`src/rtl/hamming_reg_loader.sv`:
```
// -----------------------------------------------------------------------------
// hamming_reg_loader
//
// Upstream sequencer for the Hamming-protected shift register. Words are
// accepted over a valid/ready handshake and written into the register either
// serially (WIDTH shift cycles, mode 00 or 01) or in one cycle (mode 11,
// load=1). With readback enabled, the corrected parallel_out is compared with
// the word after loading. A difference means the register has a fault that
// its single-bit correction cannot repair.
//
// Build option:
//   HAMMING_LOADER_READBACK_EN  defined   -> SETTLE + CHECK states, mismatch live
//                               undefined -> done follows the last load cycle,
//                                            mismatch tied low
//
// Parameters:
//   WIDTH  data width. It must match the register, be a multiple of 4 and be
//          at least 8.
//   CNT_W  bit-counter width. It is derived from WIDTH and is not overridden.
//
// Ports:
//   clk, rst            clock (rising edge), asynchronous active-high reset
//   s_valid/s_ready     upstream handshake
//   s_data              word to load
//   s_dir               0: right shift (bit enters MSB), 1: left shift
//   s_fast              1: single-cycle parallel load (overrides s_dir)
//   reg_enable, reg_mode, reg_load, reg_serial_in, reg_parallel_in
//                       drive the protected register
//   reg_parallel_out    corrected register contents (readback)
//   busy                state is not IDLE
//   done                one-cycle pulse when a word load completes
//   mismatch            readback differed; held until the next accept
// -----------------------------------------------------------------------------
module hamming_reg_loader #(
    parameter int WIDTH = 16,
    parameter int CNT_W = $clog2(WIDTH)
) (
    input  logic             clk,
    input  logic             rst,
    input  logic             s_valid,
    output logic             s_ready,
    input  logic [WIDTH-1:0] s_data,
    input  logic             s_dir,
    input  logic             s_fast,
    output logic             reg_enable,
    output logic [1:0]       reg_mode,
    output logic             reg_load,
    output logic             reg_serial_in,
    output logic [WIDTH-1:0] reg_parallel_in,
    input  logic [WIDTH-1:0] reg_parallel_out,
    output logic             busy,
    output logic             done,
    output logic             mismatch
);

    localparam logic [2:0] ST_IDLE   = 3'd0;
    localparam logic [2:0] ST_LOAD   = 3'd1;
    localparam logic [2:0] ST_SHIFT  = 3'd2;
`ifdef HAMMING_LOADER_READBACK_EN
    localparam logic [2:0] ST_SETTLE = 3'd3;
    localparam logic [2:0] ST_CHECK  = 3'd4;
    // State entered after the final LOAD/SHIFT cycle
    localparam logic [2:0] ST_AFTER  = ST_SETTLE;
`else
    localparam logic [2:0] ST_AFTER  = ST_IDLE;
`endif

    localparam logic [CNT_W-1:0] CNT_LAST = CNT_W'(WIDTH - 1);

    logic [2:0]       r_state;
    logic [2:0]       w_state_nxt;
    logic [CNT_W-1:0] r_cnt;
    logic [WIDTH-1:0] r_shadow;
    logic             r_dir;
    logic             w_ready;
    logic             w_accept;
    logic             w_last_shift;
    logic [1:0]       w_mode;
`ifdef HAMMING_LOADER_READBACK_EN
    logic             r_mismatch;
`else
    logic             r_done;
    logic             w_unused_readback;
`endif

    // Serial bit for the current count. A left shift feeds the MSB first and a
    // right shift feeds the LSB first, so the word lands unreversed.
    function automatic logic f_serial_bit(input logic [WIDTH-1:0] word,
                                          input logic [CNT_W-1:0] cnt,
                                          input logic             dir);
        logic [CNT_W-1:0] idx;
        if (dir) begin
            idx = CNT_LAST - cnt;
        end else begin
            idx = cnt;
        end
        return word[idx];
    endfunction

    // s_ready is gated by rst so that it reads 0 for the whole reset period.
    assign w_ready      = (r_state == ST_IDLE) && !rst;
    assign w_accept     = s_valid && w_ready;
    assign w_last_shift = (r_state == ST_SHIFT) && (r_cnt == CNT_LAST);

    // Next-state decode
    always_comb begin
        w_state_nxt = r_state;
        case (r_state)
            ST_IDLE: begin
                if (w_accept) begin
                    w_state_nxt = s_fast ? ST_LOAD : ST_SHIFT;
                end else begin
                    w_state_nxt = ST_IDLE;
                end
            end
            ST_LOAD: begin
                w_state_nxt = ST_AFTER;
            end
            ST_SHIFT: begin
                if (r_cnt == CNT_LAST) begin
                    w_state_nxt = ST_AFTER;
                end else begin
                    w_state_nxt = ST_SHIFT;
                end
            end
`ifdef HAMMING_LOADER_READBACK_EN
            ST_SETTLE: begin
                w_state_nxt = ST_CHECK;
            end
            ST_CHECK: begin
                w_state_nxt = ST_IDLE;
            end
`endif
            default: begin
                w_state_nxt = ST_IDLE;
            end
        endcase
    end

    // State, counter, shadow word and readback flag
    always_ff @(posedge clk or posedge rst) begin
        if (rst) begin
            r_state    <= ST_IDLE;
            r_cnt      <= {CNT_W{1'b0}};
            r_shadow   <= {WIDTH{1'b0}};
            r_dir      <= 1'b0;
`ifdef HAMMING_LOADER_READBACK_EN
            r_mismatch <= 1'b0;
`else
            r_done     <= 1'b0;
`endif
        end else begin
            r_state <= w_state_nxt;
`ifndef HAMMING_LOADER_READBACK_EN
            // Without readback, done lands in the IDLE cycle after the last load cycle.
            r_done  <= (r_state == ST_LOAD) || w_last_shift;
`endif
            case (r_state)
                ST_IDLE: begin
                    if (w_accept) begin
                        r_shadow   <= s_data;
                        r_dir      <= s_dir;
                        r_cnt      <= {CNT_W{1'b0}};
`ifdef HAMMING_LOADER_READBACK_EN
                        r_mismatch <= 1'b0;
`endif
                    end
                end
                ST_SHIFT: begin
                    // Explicit wrap: WIDTH need not be a power of two.
                    if (r_cnt == CNT_LAST) begin
                        r_cnt <= {CNT_W{1'b0}};
                    end else begin
                        r_cnt <= r_cnt + {{(CNT_W-1){1'b0}}, 1'b1};
                    end
                end
`ifdef HAMMING_LOADER_READBACK_EN
                ST_CHECK: begin
                    r_mismatch <= (reg_parallel_out != r_shadow);
                end
`endif
                default: begin
                end
            endcase
        end
    end

    // Register pin decode. Only state flops feed it, so there is no path from s_* inputs.
    always_comb begin
        reg_enable      = 1'b0;
        w_mode          = 2'b11;
        reg_load        = 1'b0;
        reg_serial_in   = 1'b0;
        reg_parallel_in = {WIDTH{1'b0}};
        case (r_state)
            ST_LOAD: begin
                reg_enable      = 1'b1;
                reg_load        = 1'b1;
                reg_parallel_in = r_shadow;
            end
            ST_SHIFT: begin
                reg_enable    = 1'b1;
                w_mode        = {1'b0, r_dir};
                reg_serial_in = f_serial_bit(r_shadow, r_cnt, r_dir);
            end
            default: begin
                // Mode 11 with load=0 holds the register.
                w_mode = 2'b11;
            end
        endcase
    end

    // The idle mode is the hold code 11, but every output must read 0 during reset.
    assign reg_mode = rst ? 2'b00 : w_mode;
    assign s_ready  = w_ready;
    assign busy     = (r_state != ST_IDLE);

`ifdef HAMMING_LOADER_READBACK_EN
    assign done     = (r_state == ST_CHECK);
    assign mismatch = r_mismatch;
`else
    assign done              = r_done;
    assign mismatch          = 1'b0;
    assign w_unused_readback = ^reg_parallel_out;
`endif

endmodule

```
`config.mk`:
```
export PLATFORM = sky130hd
export DESIGN_NAME = hamming_reg_loader
export DESIGN_NICKNAME = d
export VERILOG_FILES = /design/src/rtl/hamming_reg_loader.sv
export SDC_FILE = /design/constraint.sdc
export NUM_CORES = 1
export LEC_CHECK = 0
export ABC_AREA = 0
export CORE_MARGIN = 2
export CORE_UTILIZATION = 46
export DETAILED_ROUTE_END_ITERATION = 7
export GPL_TIMING_DRIVEN = 0
export PLACE_DENSITY_LB_ADDON = 0.2
export SYNTH_ARGS = -nofsm -noshare
export SYNTH_HDL_FRONTEND = slang
export SYNTH_SLANG_ARGS = --single-unit
```
`constraint.sdc`:
```
create_clock -name clk -period 4.6 [get_ports clk]
set_clock_uncertainty 0.05 [all_clocks]
set_input_delay 0.69 -clock clk [delete_from_list [all_inputs] [get_ports clk]]
set_output_delay 0.69 -clock clk [all_outputs]
set_load 0.1 [all_outputs]
```
Word-level counts from Yosys, hierarchy flattened --
Cells that the tools add are included.
Storage, ports and cells: logic and storage cells 40, register bits after elaboration 25, input bits 37, output and inout port bits 25
Operators by class: magnitude comparators 1, equality and inequality tests 4, add/sub/neg operators 2, reduce and logical (&&, ||, !) cells 11, mux-type cells 17
Operator list (count):
- $mux 16 | 1
- $mux 4 | 4
- $mux 2 | 5
- $pmux 4 s2 | 1
- $pmux 3 s2 | 1
- $lt 4x5->1 const B | 1
- $add 4x1->4 const B | 1
- $bmux 1 s4 | 1
- $eq 4x4->1 const B | 1
- $mux 1 | 4
- $reduce_and 2->1 | 2
- $sub 4x4->4 const A | 1
- $eq 3x1->1 const B | 1
- $eq 3x2->1 const B | 1
- $logic_and 1x1->1 | 3
- $logic_not 3->1 | 1
- $reduce_bool 3->1 | 1
- $ne 2x2->1 const B | 1
- $reduce_bool 2->1 | 1
- $reduce_or 2->1 | 1
- $logic_not 1->1 | 1
- $logic_or 1x1->1 | 1

Depth between registers and ports, before layout --
depth after elaboration 6, gate-level depth with buffers 8, gate-level depth less buffers 7

Worst setup path after synthesis --
Ideal clock, no wire load.
path type reg-to-output, start register r_dir, end output reg_serial_in, slack 1.370 ns, path buffers 2, arrival 2.490 ns, data required time 3.860 ns, stages on the path, launching flop included 6, cell sequence dfrtp_1 -> buf_2 -> buf_2 -> xor2_1 -> o2111ai_1 -> o211ai_1
On the way: longest elaborated chain between the ends 5
RTL lines:
- start: declaration | line 74 | logic r_dir;
- start signal: assignment | line 162 | r_dir <= s_dir;
- $mux 4 | line 92 | if (dir) begin
- $mux 4 | line 195 | case (r_state)
- $bmux 1 s4 | line 97 | return word[idx];
- $mux 1 (not written as such) | line 97
- $mux 1 | line 195
- end: declaration | line 48 | output logic reg_serial_in,
Every way passes these cells. The select of a mux whose other input is x is not followed.

Worst setup path after layout --
start input rst, end output reg_mode[0]
On the way: longest elaborated chain between the ends 1
RTL lines:
- start: declaration | line 39 | input logic rst,
- $mux 2 | line 214 | assign reg_mode = rst ? 2'b00 : w_mode;
- end: declaration | line 46 | output logic [1:0] reg_mode,
Every way passes these cells.

==> metrics.cfg <==
[outcome]
status = completed

[synth]
ys_seq_area_share_pct = 39.54
ys.flop_type = dfrtp_1
synth_cells = 150
yosys_register_bits = 24
synth_top_area_cell = dfrtp_1
synth_commonest_cells = dfrtp_1, mux2_2, and2_1, nand2_1, nor2_1
synth_top_family_by_area = multiplexers
yosysWarnings = 0
async_flop_share_pct = 100.0
ys_top_cells_by_area = dfrtp_1, mux2_2, and2_1
synthesis.area_sq_mm = 0.001519
synthMuxAreaShare_pct = 20.26
synth.avg_cell_area_sq_um = 10.13
synth_edf_count = 0
synth.distinct_cells = 39
synth_compound_area_share_pct = 11.86
yosys.area_share.simple_pct = 17.30
synth-adder-area-share_pct = 3.295
synth_xor_xnor_area_share_pct = 1.153
synth_nets = 191
synth_most_common_cell = dfrtp_1
netlist.area_leader.share_pct = 39.54

[cells_and_area]
fin_cells = 241
diodes = 0
fillers = 290
layout-drive-gt1-share_pct = 17.26
nets = 240
area_growth_pct = 34.10

[pwr]
pwr-share-seq_pct = 28.8
p_per_area_mw_per_mm2 = 686.2
leakagePower_nw = 0.8753
sw_frac_of_total_pct = 51.27
intPower_w = 0.0006810
p_clk_share_pct = 6.7
power_frac_comb_pct = 64.5
ir_drop_uv = 448.4
power_switching_w = 0.0007167

[drt]
viasPerCell = 5.320
drt_iter0_drc = 71
wirelength_mm = 3.719
dr.pass1.iters = 4
wl_per_cell_um = 15.43
drc = 0
dr_total_vias = 1282
ant_nets = 0

[cts]
cts_buffers = 3
insertion_delay_ns = 0.31
clk_pin_slew_ns = 0.12
cts_root_buf = clkbuf_4
clockBufferDepth = 2
cts-hold-fix-buffers = 0
clock_sinks = 24
cts_resized = 0
cts_tree = done
post-cts-setup-buffers = 0
cts_htree_levels = 1

[worst_setup_path]
end_kind = primary output
cp_num_cells = 4
crit_path_max_fanout = 25
worst_path_max_delay_cell = clkdlybuf4s50_1
r2r_cells = 6
cp_top_family = buffers and inverters
cp_data_required_time_ns = 3.86
crit_buf_inv = 3
path_common_cell = clkdlybuf4s50_1
path_cells = clkdlybuf4s50_1, inv_1, o21a_1, clkdlybuf4s50_1
cpPeakStageDelay_ns = 1.13
cp-start-kind = primary input
crit_type = in2out
cp_data_arrival_time_ns = 3.27

[die]
core_area_sq_mm = 0.003103
io_pins = 62
die_w_um = 61.47
dieArea_sq_mm = 0.003778
rows = 20
die_h_um = 61.47
initial_core_util_pct = 48.95

[sta]
rsz0062_at_grt = false
hold_slack_ns = 0.4958
finalCriticalPeriod_ns = 4.007
tightestPinTransition_ns = 0.9896
finalCritPeriodShare_pct = 87.10
setup_tns_ns = 0
setup_ws_ns = 0.5934
setup_viol = 0
max_freq_mhz = 249.6
slew_violations = 0
finalHoldViolations = 0
slew_headroom_pct = 33.82

[flow_run]
cap_violations = 0

[global_route]
grt_start_max_net_pins = 26
grt_pass1_wl_mm = 6.085
antenna_found_initial = 0
grt_pass1_vias = 1318
grt_overflow = 0
track_usage_pct = 21.79

[placement]
place.gp.congestion = 0.8691
hpwl_mm = 2.819
io_buffers = 44
numPlacedInstances = 238
place_ws_ns = 0.5481

[min_path]
holdPathStages = 1
hp-class = reg2reg

metal layers:
layer	GRT usage (%)	routed length (um)	vias up
li1	-	-	626
met1	28.33	1616	610
met2	37.08	1921	42
met3	2.941	149	4
met4	7.903	32	0
met5	0	0	-
flip-flops by register name, indices dropped and copies added, names as in the netlist:
register  flops
done          1
r_cnt         4
r_state       2
r_dir         1
r_shadow     16
power groups by stage:
stage               combinational [W]  sequential (W)   clock, W
floorplan                    0.000724        0.000375          0
detailed placement           0.000899        0.000406          0
CTS                          0.000902        0.000402  0.0000955
finish                       0.000902        0.000402  0.0000936
global placement             0.000876        0.000396          0
global route                 0.000962        0.000417   0.000106
worst register-to-register path: cells and delay by family, from the launching register on:
kind	cells	cell delay, ns
buffers and inverters	3	0.60
flip-flops	1	0.38
multiplexers	1	0.38
adder cells (fa/ha/maj)	1	0.23
AND/OR/NAND/NOR	1	0.11
worst paths after layout:
check	startpoint	slack, ns	endpoint
max in group asynchronous	rst	2.97	r_dir
min in group asynchronous	rst	0.94	r_cnt[3]
worst max register to register	r_state[0]	2.74	r_shadow[1]
worst max-delay path	rst	0.59	reg_mode[0]
worst min register to register	r_shadow[14]	0.50	r_shadow[14]
worst min-delay path	r_shadow[14]	0.50	r_shadow[14]
through the flow:
stage               cell area, sq um  utilization, %  power [W]
global placement                2014           64.92   0.001272
global route                    2037           65.65   0.001485
finish                          2037           65.65   0.001398
CTS                             2037           65.65   0.001399
detailed placement              2014           64.92   0.001305
floorplan                       1519               -   0.001099
cells in the final DEF (no fill, tap or decap), types with 2 or more instances in the layout:
cell	n
nand3_1	2
o2111ai_1	2
clkdlybuf4s50_1	44
nand2_1	10
mux2_2	18
a22o_1	3
xor2_1	2
clkbuf_4	3
dfrtp_1	24
mux2i_1	6
inv_1	5
a21o_1	2
nor2_1	7
a21oi_1	3
buf_2	5
ha_1	4
o21ai_0	6
nand2b_1	2
nor3_1	6
buf_4	5
and2_1	16
a31oi_1	2
mux4_2	2
cell type report:
| cell class | instances | area [sq um] | area share, % |
|---|---|---|---|
| Sequential cell | 24 | 600.6 | 29.48 |
| Multi-Input combinational cell | 109 | 822.0 | 40.36 |
| Inverter | 5 | 18.77 | 0.9214 |
| Timing Repair Buffer | 44 | 440.4 | 21.62 |
| Clock buffer | 3 | 22.52 | 1.106 |
| Tap cell | 44 | 55.05 | 2.703 |
| Buffer | 12 | 77.57 | 3.808 |
kinds of logic after synthesis:
family | Yosys count
adder cells (fa/ha/maj) | 4
XOR/XNOR | 2
AND/OR/NAND/NOR | 50
AO/OA/AOI/OAI | 26
multiplexers | 26
other | 1
flip-flops | 24
buffers and inverters | 17
Note: power is estimated with default switching activity, not from simulation.
